==> src/rtl/ram_4x8_arbiter.sv <==
// ram_4x8_arbiter: round-robin two-client arbiter serialising IDLE->ACCESS->DONE accesses to one ram_4x8.
// Optional RAM_ARB_SCRUB_EN: zero-fill the RAM after every reset before accepting requests.
module ram_4x8_arbiter #(
   parameter int ADDR_W = 2,
   parameter int DATA_W = 8
) (
   input  logic              clock,
   input  logic              clear,
   input  logic              req_a,
   input  logic              rw_a,
   input  logic [ADDR_W-1:0] addr_a,
   input  logic [DATA_W-1:0] wdata_a,
   output logic              ack_a,
   output logic [DATA_W-1:0] rdata_a,
   input  logic              req_b,
   input  logic              rw_b,
   input  logic [ADDR_W-1:0] addr_b,
   input  logic [DATA_W-1:0] wdata_b,
   output logic              ack_b,
   output logic [DATA_W-1:0] rdata_b,
   output logic              ready,
   output logic [ADDR_W-1:0] ram_address,
   output logic              ram_read_write,
   output logic [DATA_W-1:0] ram_data,
   input  logic [DATA_W-1:0] ram_q
);
   typedef enum logic [1:0] {
      IDLE,
      ACCESS,
      DONE
`ifdef RAM_ARB_SCRUB_EN
      , INIT
`endif
   } state_e;
`ifdef RAM_ARB_SCRUB_EN
   localparam state_e RST_STATE = INIT;
   localparam logic   RST_READY = 1'b0;
`else
   localparam state_e RST_STATE = IDLE;
   localparam logic   RST_READY = 1'b1;
`endif
   state_e            state_q;
   logic              grant_b_q, last_b_q, ack_a_q, ack_b_q, ready_q, ram_rw_q;
   logic [DATA_W-1:0] rdata_a_q, rdata_b_q, ram_data_q;
   logic [ADDR_W-1:0] ram_addr_q;
   logic              grant_b_d;
   // B wins when alone, or on a tie when A was served last
   always_comb grant_b_d = req_b & (~req_a | ~last_b_q);
   always_ff @(posedge clock or negedge clear) begin
      if (!clear) begin
         state_q    <= RST_STATE;
         grant_b_q  <= 1'b0;
         last_b_q   <= 1'b1;
         ack_a_q    <= 1'b0;
         ack_b_q    <= 1'b0;
         rdata_a_q  <= '0;
         rdata_b_q  <= '0;
         ready_q    <= RST_READY;
         ram_addr_q <= '0;
         ram_rw_q   <= 1'b0;
         ram_data_q <= '0;
      end else begin
         case (state_q)
            IDLE: if (req_a | req_b) begin
               grant_b_q  <= grant_b_d;
               ram_addr_q <= grant_b_d ? addr_b : addr_a;
               ram_rw_q   <= grant_b_d ? rw_b : rw_a;
               ram_data_q <= grant_b_d ? wdata_b : wdata_a;
               state_q    <= ACCESS;
            end
            ACCESS: begin
               if (!ram_rw_q && grant_b_q) rdata_b_q <= ram_q;
               if (!ram_rw_q && !grant_b_q) rdata_a_q <= ram_q;
               ack_a_q  <= ~grant_b_q;
               ack_b_q  <= grant_b_q;
               ram_rw_q <= 1'b0;
               state_q  <= DONE;
            end
            DONE: begin
               ack_a_q  <= 1'b0;
               ack_b_q  <= 1'b0;
               last_b_q <= grant_b_q;
               state_q  <= IDLE;
            end
`ifdef RAM_ARB_SCRUB_EN
            // ram_rw_q low marks the first INIT cycle after reset release
            INIT: if (!ram_rw_q) begin
               ram_rw_q   <= 1'b1;
               ram_addr_q <= '0;
               ram_data_q <= '0;
            end else if (&ram_addr_q) begin
               ram_rw_q <= 1'b0;
               ready_q  <= 1'b1;
               state_q  <= IDLE;
            end else begin
               ram_addr_q <= ram_addr_q + ADDR_W'(1);
            end
`endif
            default: state_q <= IDLE;
         endcase
      end
   end
   assign ack_a          = ack_a_q;
   assign ack_b          = ack_b_q;
   assign rdata_a        = rdata_a_q;
   assign rdata_b        = rdata_b_q;
   assign ready          = ready_q;
   assign ram_address    = ram_addr_q;
   assign ram_read_write = ram_rw_q;
   assign ram_data       = ram_data_q;
endmodule

==> config.mk <==
export PLATFORM = sky130hd
export DESIGN_NAME = ram_4x8_arbiter
export DESIGN_NICKNAME = d
export VERILOG_FILES = /design/src/rtl/ram_4x8_arbiter.sv
export SDC_FILE = /design/constraint.sdc
export NUM_CORES = 1
export LEC_CHECK = 0
export ABC_AREA = 0
export BUFFER_PORTS_ARGS = -buffer_cell sky130_fd_sc_hd__buf_2
export CORE_UTILIZATION = 38
export CTS_CLUSTER_DIAMETER = 60
export CTS_CLUSTER_SIZE = 12
export DETAILED_ROUTE_END_ITERATION = 7
export PLACE_DENSITY = 0.75
export SYNTH_ARGS = -nofsm -noshare
export SYNTH_HDL_FRONTEND = slang
export SYNTH_SLANG_ARGS = --single-unit
==> constraint.sdc <==
create_clock -name clock -period 2.05 [get_ports clock]
set_input_delay 0.1025 -clock clock [delete_from_list [all_inputs] [get_ports clock]]
set_output_delay 0.1025 -clock clock [all_outputs]
set_load 0.005 [all_outputs]
==> impl_metrics.py <==
metrics = {
    "sta": {
        "rsz0062_at_grt": "no",
        "setup_ws_ps": 344,
        "setup_violations": 0,
        "period_share_pct": 83.2,
        "skew_ps": 2.61,
        "final_max_slew_viol_count": 0,
        "whs_ps": 76.4,
        "tns_ps": 0,
        "maxSlewHeadroom_pct": 52.0,
        "hold_viol": 0,
        "max_freq_mhz": 586,
        "min_period_ps": 1710,
        "tightest_slew_ps": 720,
    },
    "logic_synthesis": {
        "synthAdderAreaFrac_pct": 3.48,
        "async_flop_share_pct": 100,
        "ys.flop_type": "dfrtp_1",
        "synth_top_area_cell": "dfrtp_1",
        "syn_nets": 148,
        "synthSimpleGateAreaFrac_pct": 6.96,
        "synth_xor_area_share_pct": 0,
        "syn-cell-area_mm2": 0.00144,
        "netlist_instances": 110,
        "synth_edf_count": 0,
        "synth.top_cells.by_count": "dfrtp_1 (32), mux2_2 (20), o21ai_0 (12), mux2i_1 (11), nand2_1 (11)",
        "synth_mux_area_share_pct": 23.3,
        "yosysMostFrequentCell": "dfrtp_1",
        "ys_seq_area_share_pct": 57.5,
        "synth_top_family_by_area": "multiplexers",
        "ys_ff_latch": 33,
        "syn_area_per_cell_um2": 13.1,
        "ys_warn_count": 1,
        "synth_top_area_share_pct": 55.7,
        "synth_compound_area_share_pct": 5.74,
        "synth_area_leaders": "dfrtp_1 (56%), mux2_2 (16%), mux2i_1 (7.7%)",
        "yosysUniqueCellTypes": 22,
    },
    "cts": {
        "cts_resized": 0,
        "clockRootBuffer": "clkbuf_8",
        "cts_made_buffers": 5,
        "numClockSinks": 33,
        "cts_tree": "built",
        "clock_latency_ps": 280,
        "path_clk_slew_ps": 70,
        "htreeDepth": 2,
        "cts_buffer_depth": 2,
    },
    "grt": {
        "grt_pass1_wl_um": 4680,
        "use_met1_pct": 16.9,
        "top_usage_layer": "met2",
        "grtUsageMet2_pct": 26.7,
        "grt_pass1_vias": 1090,
        "grt_usage_pct": 15.6,
        "grt_antenna_before_repair": 0,
        "use_met3_pct": 5.25,
        "grt_overflow": 0,
        "grt_max_degree": 34,
    },
    "cells_and_area": {
        "diodes": 0,
        "drive_gt1_share_pct": 53.4,
        "syn2layout_area_growth_pct": 32.2,
        "final_nets": 215,
        "stdcell_count": 224,
    },
    "job": {
        "drv_cap": 0,
    },
    "power": {
        "switchingPower_w": 0.000893,
        "ir_drop_uv": 647,
        "seqPwrFrac_pct": 42.2,
        "p_clk_share_pct": 18.8,
        "p_per_area_mw_per_mm2": 1470,
        "p_int_w": 0.00190,
        "leakagePower_nw": 0.978,
        "power_frac_comb_pct": 39.0,
        "p_sw_share_pct": 32.0,
    },
    "setup_path": {
        "worstSetupPathType": "reg2reg",
        "startpoint": "state_q[1]",
        "end_kind": "flip-flop",
        "start_kind": "flip-flop",
        "worstPathArrival_ps": 1860,
        "crit_chain": "inv_1 > ha_1 > nor3b_4 > mux2_2",
        "crit_fanout": 8,
        "cp_slowest_stage_delay_ps": 440,
        "worstReg2RegStart": "state_q[1]",
        "cp_slowest_cell": "nor3b_4",
        "cp.required_ps": 2210,
    },
    "die": {
        "initial_core_util_pct": 41.5,
        "coreArea_mm2": 0.00347,
        "die_w_um": 63.5,
        "chipHeight_um": 63.5,
        "rows": 21,
        "dieArea_mm2": 0.00403,
        "io_pins": 64,
    },
    "route": {
        "wl_um": 2810,
        "viasPerCell": 4.78,
        "routedWlPerCell_um": 12.5,
        "drtIter0Drc": 19,
        "post-route-drc-count": 0,
        "final_antenna_net_count": 0,
        "vias": 1070,
        "first_pass_iters": 2,
    },
    "placed_design": {
        "placed_cells": 215,
        "pre_cts_slack_ps": 351,
        "gp_congestion": 0.780,
        "dp_hpwl_um": 2170,
        "io_buffer_count": 62,
    },
    "min_path": {
        "worstHoldStart": "ram_q[5]",
        "hold_class": "in2reg",
    },
    "outcome": {
        "outcome": "completed",
    },
}
==> sequential cells by signal, indices dropped and copies added (netlist names) <==
signal          flops
ack_a               1
grant_b_q           1
rdata_b             8
ram_address         2
ack_b               1
state_q             2
rdata_a             8
ram_data            8
ram_read_write      1
last_b_q            1
==> power groups by stage <==
stage | logic [W] | clock network, W | registers [W]
2_1_floorplan | 0.000630 | 0 | 0.00120
3_3_place_gp | 0.00106 | 0 | 0.00117
3_5_place_dp | 0.00111 | 0 | 0.00119
4_1_cts | 0.00112 | 0.000541 | 0.00118
5_1_grt | 0.00122 | 0.000579 | 0.00122
6_report | 0.00109 | 0.000524 | 0.00118
==> area by class of cell <==
cell class / count / area [µm²]
Fill cell: 315 / 1570
Sequential cell: 33 / 827
Multi-Input combinational cell: 69 / 572
Timing Repair Buffer: 64 / 328
Clock buffer: 7 / 96.3
Tap cell: 46 / 57.6
Inverter: 4 / 15.0
Clock inverter: 1 / 5.00
==> metal layers <==
| metal | vias to the layer above | wire [µm] |
|---|---|---|
| li1 | 512 | - |
| met1 | 495 | 1210 |
| met2 | 58 | 1340 |
| met3 | 5 | 219 |
| met4 | 0 | 41 |
| met5 | - | 0 |
==> worst max-delay path, delay by kind of cell, from the launching register on <==
kind,cells,cell delay (ps)
simple gates,1,440
mux,1,400
flops,1,390
fa+ha+maj,1,250
buf+inv,1,100
==> final timing paths <==
path / depth (start not counted) / to / slack [ps]
max: 4 / rdata_a[2] / 340
min: 2 / rdata_a[5] / 80
max reg2reg: 4 / rdata_a[2] / 340
min reg2reg: 2 / ram_data[1] / 470
max in group asynchronous: 2 / ram_data[1] / 1180
min in group asynchronous: 2 / rdata_a[7] / 410
==> timing repair <==
| action | 4_1_cts | 5_1_grt |
|---|---|---|
| hold endpoints to repair | 32 | 0 |
| hold buffers | 1 | 0 |
| buffers inserted | 0 | 0 |
==> cell families (layout without fill, tap and decap cells) <==
logic type,Yosys count,after routing
flops,33,33
fa+ha+maj,4,4
buf+inv,8,76
compound gates,15,15
simple gates,18,18
mux,31,31
other cells,1,1
==> per-stage QoR <==
step / utilization (%) / total power (W) / cell area (µm²)
after global routing: 54.8 / 0.00301 / 1900
after global placement: 51.6 / 0.00222 / 1790
after floorplan: - / 0.00183 / 1440
after detailed placement: 51.6 / 0.00230 / 1790
final: 54.8 / 0.00279 / 1900
after CTS: 54.8 / 0.00284 / 1900
==> cell usage in the layout, fill, tap and decap left out, drive strengths merged, types with 2 or more instances in the layout <==
cell type / instances
nand2: 11
nand3b: 2
o21ai: 13
clkbuf: 7
inv: 4
ha: 4
buf: 63
mux2i: 11
dfrtp: 32
mux2: 20
Note: power is estimated with default switching activity, not from simulation.
